**config.mk**
```make
export PLATFORM = sky130hd
export DESIGN_NAME = sram_arbiter_flat
export DESIGN_NICKNAME = d
export VERILOG_FILES = /design/src/rtl/sram_arbiter_if.sv /design/src/rtl/sram_arbiter.sv /design/src/flat_wrapper.sv
export SDC_FILE = /design/constraint.sdc
export NUM_CORES = 1
export LEC_CHECK = 0
export CAP_MARGIN = 20
export CORE_ASPECT_RATIO = 1.2
export CORE_UTILIZATION = 23
export CTS_BUF_LIST = sky130_fd_sc_hd__clkbuf_8
export CTS_CLUSTER_DIAMETER = 120
export DETAILED_ROUTE_END_ITERATION = 8
export HOLD_SLACK_MARGIN = 0.12
export PLACE_DENSITY = 0.55
export SYNTH_ARGS = -nofsm -noshare
export SYNTH_HDL_FRONTEND = slang
export SYNTH_SLANG_ARGS = --single-unit
```
**constraint.sdc**
```tcl
create_clock -name clk -period 3.3 [get_ports clk]
set_input_delay 0.495 -clock clk [delete_from_list [all_inputs] [get_ports clk]]
set_output_delay 0.495 -clock clk [all_outputs]
set_load 0.05 [all_outputs]
```
**src/rtl/sram_arbiter_if.sv**
```systemverilog
// sram_arbiter_if: bundles the fetch requester, load/store requester and
// SRAM pin groups of the SRAM arbiter. The arbiter attaches through the
// slave modport; the requesters and the SRAM macro sit on the master side.
interface sram_arbiter_if #(
  parameter int ADDR  = 8,
  parameter int WIDTH = 32
);
  // instruction-fetch requester
  logic             if_req;
  logic [ADDR-1:0]  if_addr;
  logic             if_gnt;
  logic             if_rvalid;
  logic [WIDTH-1:0] if_rdata;
  // load/store requester
  logic             ls_req;
  logic             ls_we;
  logic [ADDR-1:0]  ls_addr;
  logic [WIDTH-1:0] ls_wdata;
  logic             ls_gnt;
  logic             ls_rvalid;
  logic [WIDTH-1:0] ls_rdata;
  // SRAM pins
  logic             CS;
  logic             WE;
  logic [ADDR-1:0]  addr;
  logic [WIDTH-1:0] data_in;
  logic [WIDTH-1:0] data_out;

  modport slave (
    input  if_req, if_addr, ls_req, ls_we, ls_addr, ls_wdata, data_out,
    output if_gnt, if_rvalid, if_rdata, ls_gnt, ls_rvalid, ls_rdata,
    output CS, WE, addr, data_in
  );

  modport master (
    output if_req, if_addr, ls_req, ls_we, ls_addr, ls_wdata, data_out,
    input  if_gnt, if_rvalid, if_rdata, ls_gnt, ls_rvalid, ls_rdata,
    input  CS, WE, addr, data_in
  );
endinterface

```
**src/rtl/sram_arbiter.sv**
```systemverilog
// sram_arbiter: shares one single-port synchronous SRAM between the
// instruction-fetch path and the load/store path, one access per cycle,
// with registered read returns routed back to the requester that issued
// the read.
// Build option: define SRAM_ARB_RR_EN for round-robin tie breaking;
// otherwise load/store always wins ties (fixed priority, prio held at 1).
module sram_arbiter #(
  parameter int ADDR  = 8,
  parameter int WIDTH = 32
) (
  input  logic          clk,
  input  logic          rst,
  sram_arbiter_if.slave bus
);

  typedef enum logic {
    SRC_IF = 1'b0,
    SRC_LS = 1'b1
  } src_e;

  logic             prio;       // 0 = fetch favoured, 1 = load/store favoured
  logic             pend_v;     // a read was issued to the SRAM last cycle
  src_e             pend_id;    // which requester owns that read
  logic             if_win;
  logic             ls_win;
  logic             rd_grant;
  logic [ADDR-1:0]  sel_addr;
  logic             if_rvalid_q;
  logic             ls_rvalid_q;
  logic [WIDTH-1:0] if_rdata_q;
  logic [WIDTH-1:0] ls_rdata_q;

`ifdef SRAM_ARB_RR_EN
  // Round-robin: after any grant, favour the requester that was not served.
  always_ff @(posedge clk or posedge rst) begin
    if (rst) begin
      prio <= 1'b0;
    end else if (if_win || ls_win) begin
      prio <= if_win;
    end
  end
`else
  // Fixed priority: load/store permanently favoured.
  assign prio = 1'b1;
`endif

  // Arbitration: a sole requester wins, ties go to prio; nothing granted in reset.
  always_comb begin
    if_win = 1'b0;
    ls_win = 1'b0;
    if (!rst) begin
      if_win = bus.if_req && (!bus.ls_req || !prio);
      ls_win = bus.ls_req && (!bus.if_req || prio);
    end
  end

  assign rd_grant = if_win || (ls_win && !bus.ls_we);

  // SRAM drive and grant outputs from the arbitration result.
  always_comb begin
    sel_addr    = ls_win ? bus.ls_addr : bus.if_addr;
    bus.if_gnt  = if_win;
    bus.ls_gnt  = ls_win;
    bus.CS      = if_win || ls_win;
    bus.WE      = ls_win && bus.ls_we;
    bus.addr    = sel_addr;
    bus.data_in = bus.ls_wdata;
  end

  // Outstanding-read tracking: remembers the owner of the read just issued.
  always_ff @(posedge clk or posedge rst) begin
    if (rst) begin
      pend_v  <= 1'b0;
      pend_id <= SRC_IF;
    end else begin
      pend_v  <= rd_grant;
      if (rd_grant) begin
        pend_id <= ls_win ? SRC_LS : SRC_IF;
      end
    end
  end

  // Read return: capture SRAM data into the owner's holding register and pulse its rvalid.
  always_ff @(posedge clk or posedge rst) begin
    if (rst) begin
      if_rvalid_q <= 1'b0;
      ls_rvalid_q <= 1'b0;
      if_rdata_q  <= '0;
      ls_rdata_q  <= '0;
    end else begin
      if_rvalid_q <= pend_v && (pend_id == SRC_IF);
      ls_rvalid_q <= pend_v && (pend_id == SRC_LS);
      if (pend_v && (pend_id == SRC_IF)) begin
        if_rdata_q <= bus.data_out;
      end
      if (pend_v && (pend_id == SRC_LS)) begin
        ls_rdata_q <= bus.data_out;
      end
    end
  end

  // Registered return outputs onto the interface.
  always_comb begin
    bus.if_rvalid = if_rvalid_q;
    bus.ls_rvalid = ls_rvalid_q;
    bus.if_rdata  = if_rdata_q;
    bus.ls_rdata  = ls_rdata_q;
  end

endmodule
```
**src/flat_wrapper.sv**
```systemverilog
// flat-port wrapper written by rule: the top's interface ports become plain ports
module sram_arbiter_flat 
#(
  parameter int ADDR  = 8,
  parameter int WIDTH = 32
)
  (clk, rst, bus_if_req, bus_if_addr, bus_ls_req, bus_ls_we, bus_ls_addr, bus_ls_wdata, bus_data_out, bus_if_gnt, bus_if_rvalid, bus_if_rdata, bus_ls_gnt, bus_ls_rvalid, bus_ls_rdata, bus_CS, bus_WE, bus_addr, bus_data_in);
  sram_arbiter_if #(.ADDR(ADDR), .WIDTH(WIDTH)) bus_i ();
  input  logic clk;
  input  logic rst;
  input wire logic [$bits(bus_i.if_req)-1:0] bus_if_req;
  input wire logic [$bits(bus_i.if_addr)-1:0] bus_if_addr;
  input wire logic [$bits(bus_i.ls_req)-1:0] bus_ls_req;
  input wire logic [$bits(bus_i.ls_we)-1:0] bus_ls_we;
  input wire logic [$bits(bus_i.ls_addr)-1:0] bus_ls_addr;
  input wire logic [$bits(bus_i.ls_wdata)-1:0] bus_ls_wdata;
  input wire logic [$bits(bus_i.data_out)-1:0] bus_data_out;
  output wire logic [$bits(bus_i.if_gnt)-1:0] bus_if_gnt;
  output wire logic [$bits(bus_i.if_rvalid)-1:0] bus_if_rvalid;
  output wire logic [$bits(bus_i.if_rdata)-1:0] bus_if_rdata;
  output wire logic [$bits(bus_i.ls_gnt)-1:0] bus_ls_gnt;
  output wire logic [$bits(bus_i.ls_rvalid)-1:0] bus_ls_rvalid;
  output wire logic [$bits(bus_i.ls_rdata)-1:0] bus_ls_rdata;
  output wire logic [$bits(bus_i.CS)-1:0] bus_CS;
  output wire logic [$bits(bus_i.WE)-1:0] bus_WE;
  output wire logic [$bits(bus_i.addr)-1:0] bus_addr;
  output wire logic [$bits(bus_i.data_in)-1:0] bus_data_in;
  assign bus_i.if_req = bus_if_req;
  assign bus_i.if_addr = bus_if_addr;
  assign bus_i.ls_req = bus_ls_req;
  assign bus_i.ls_we = bus_ls_we;
  assign bus_i.ls_addr = bus_ls_addr;
  assign bus_i.ls_wdata = bus_ls_wdata;
  assign bus_i.data_out = bus_data_out;
  assign bus_if_gnt = bus_i.if_gnt;
  assign bus_if_rvalid = bus_i.if_rvalid;
  assign bus_if_rdata = bus_i.if_rdata;
  assign bus_ls_gnt = bus_i.ls_gnt;
  assign bus_ls_rvalid = bus_i.ls_rvalid;
  assign bus_ls_rdata = bus_i.ls_rdata;
  assign bus_CS = bus_i.CS;
  assign bus_WE = bus_i.WE;
  assign bus_addr = bus_i.addr;
  assign bus_data_in = bus_i.data_in;
  sram_arbiter #(.ADDR(ADDR), .WIDTH(WIDTH)) u_core (.clk(clk), .rst(rst), .bus(bus_i));
endmodule
```
==> reports/results.ini <==
[timing]
fin_crit_ns = 3.062
setup_total_negative_slack_ns = 0
finalSetupViolCount = 0
fin_hold_ws_ns = 0.5072
rsz0062_at_grt = false
drv_slew = 0
fin_crit_sh_pct = 92.77
fmax_mhz = 326.6
clock_skew_ns = 0.006803
relSlewSlack_pct = 36.44
hold_viol_final = 0
tightest_slew_ns = 0.9500

[place]
place_congestion = 0.6706
place_hpwl_um = 4897
port_buffers = 130
placed_cell_area_mm2 = 0.004238

[run]
drv_cap = 0

[grt]
grt_overflow = 0
grt_start_max_net_pins = 69
grt_pass1_wl_um = 10970
track_usage_pct = 10.85
antenna_found_initial = 0
grt_pass1_vias = 2130

[clock_tree]
cts.sinks = 68
cts_made_buffers = 9
cts_root_buffer = clkbuf_8
ctsHoldBuffers = 0
cts_setup_buffers = 0
cts.htree.levels = 3
clock_latency_ns = 0.35
clockBufferDepth = 2
cts.clk_slew.worst_paths_ns = 0.06
cts_tree = built
cts.repair.resized = 0

[power]
power.density_mw_per_mm2 = 884.8
ir_drop_v = 0.0003004
p_total_mw = 3.971
p_leak_nw = 1.883

[floorplanning]
std_cell_rows = 45
dieArea_mm2 = 0.01373
ioPinCount = 195
start_util_pct = 23.88
die_y_um = 128.2
core_area_mm2 = 0.01278
die_w_um = 107.2

[critical_path]
startpoint_type = input port
crit_fanout = 9
worstSetupPathType = in -> out
cp_data_arrival_time_ns = 2.57
startpoint = rst
cp-endpoint = bus_addr[2]
required_ns = 2.80
worstRegToRegCells = 3
reg2reg_to = u_core.bus.if_rdata[30]
rrSetupSlack_ns = 1.56
r2r_start = u_core.pend_id
crit_path_end_kind = output pin

[detailed_routing]
post_drt_wl_per_cell_um = 15.23
first_iter_violations = 45
detail_route.first_pass.iterations = 2
detail-route-antenna-nets = 0
wl_um = 7098
via_per_inst = 4.103
vias = 1912
drcViolationCount = 0

[synth]
ys.flop_type = dfrtp_1
synth_common_cells = 68 x dfrtp_1, 43 x mux2_2, 32 x buf_4
netlist_instances = 194
synth-xor-area-share_pct = 0
synth_nets = 279
yosys.area_share.simple_pct = 1.476
yosysWarningCount = 0
synth_compound_area_share_pct = 0.7790
synth-async-reset-ratio_pct = 100.0
synth_top_family_by_area = multiplexers
synth.area.mux_share_pct = 30.14
yosysMostFrequentCell = dfrtp_1
synth_edf_count = 0
synth_top_area_share_pct = 55.76
ys_ff_latch = 68
yosys.cell_types.count = 16
syn_area_per_cell_um2 = 15.73
ys_top_cells_by_area = dfrtp_1 56%, mux2_2 16%, mux2_4 14%
yosysTopAreaCell = dfrtp_1
ys_seq_area_share_pct = 55.76
synth_area_mm2 = 0.003052
synth_fa_ha_area_share_pct = 0

[worst_hold_path]
hp-start = u_core.bus.ls_rdata[29]
min_path_type = reg -> reg

[status]
outcome = completed

[cells_and_area]
final.fill_count = 1279
area_delta_synth_final_pct = 47.07
n_antenna_cell = 0
drive_gt1_share_pct = 30.79
final_nets = 382
design_area_mm2 = 0.004488

## layout make-up
| type | count | area (um2) | share of cell area [%] |
|---|---|---|---|
| clock inverters | 5 | 98.84 | 2.202 |
| clock buffers | 11 | 151.4 | 3.373 |
| repair buffers | 132 | 1326 | 29.55 |
| well taps | 164 | 205.2 | 4.572 |
| multi-input cells | 83 | 993.5 | 22.14 |
| inverters | 3 | 11.26 | 0.2509 |
| flip-flops and latches | 68 | 1702 | 37.91 |
## sequential cells by signal, summed over array words and instances, names as in the netlist
register / cells
u_core.pend_v: 1
u_core.bus.ls_rdata: 32
u_core.pend_id: 1
u_core.bus.ls_rvalid: 1
u_core.bus.if_rvalid: 1
u_core.bus.if_rdata: 32
## routing by layer
metal	global-route usage, %	share of wire, %
met5	0	0
met4	6.849	3.4
met3	3.915	8.1
met2	19.05	53
met1	10.80	36
## worst min-delay path by stage
stage	slack, ns	cells past startpoint	endpoint
3_3_place_gp	0.49	1	u_core.bus.ls_rdata[20]
2_1_floorplan	0.55	1	u_core.pend_id
3_5_place_dp	0.49	1	u_core.bus.if_rdata[1]
6_report	0.51	1	u_core.bus.ls_rdata[29]
5_1_grt	0.52	1	u_core.bus.if_rdata[4]
4_1_cts	0.51	1	u_core.bus.ls_rdata[29]
## logic make-up after synthesis
group / after synthesis
buffers and inverters: 43
AOI/OAI and AO/OA: 3
and+or+nand+nor: 8
DFF: 68
muxes: 72
## through the flow
step,utilization (%),setup slack [ns],cells
finish,35.12,0.2384,466
detailed placement,33.16,0.2193,450
global placement,33.16,0.2595,450
CTS,35.12,0.2228,466
global route,35.12,0.1642,466
floorplan,-,0.2233,194
## placed cells by master (no fill, tap or decap), drive strengths merged
cell type and instances:
bufinv 3, clkbuf 11, nor2b 1, a211oi 1
dfrtp 68, clkdlybuf4s50 129, nor2 3, nand2b 2
clkinv 1, a22o 1, and3 1, mux2 72
nand2 1, o21bai 1, buf 3, inv 4
## where the power goes
group | switching, mW | internal [mW] | total (mW) | leakage [nW]
sequential | 0.137 | 1.08 | 1.22 | 0.802
combinational | 1.16 | 0.743 | 1.90 | 0.951
clock | 0.314 | 0.540 | 0.854 | 0.131
total | 1.61 | 2.36 | 3.97 | 1.88
## critical path, cell delays in order
cell	delay (ns)
clkdlybuf4s50_1	0.57
nand2b_1	0.41
mux2_2	0.39
clkdlybuf4s50_1	0.70
Power figures use the tool's default switching activity.
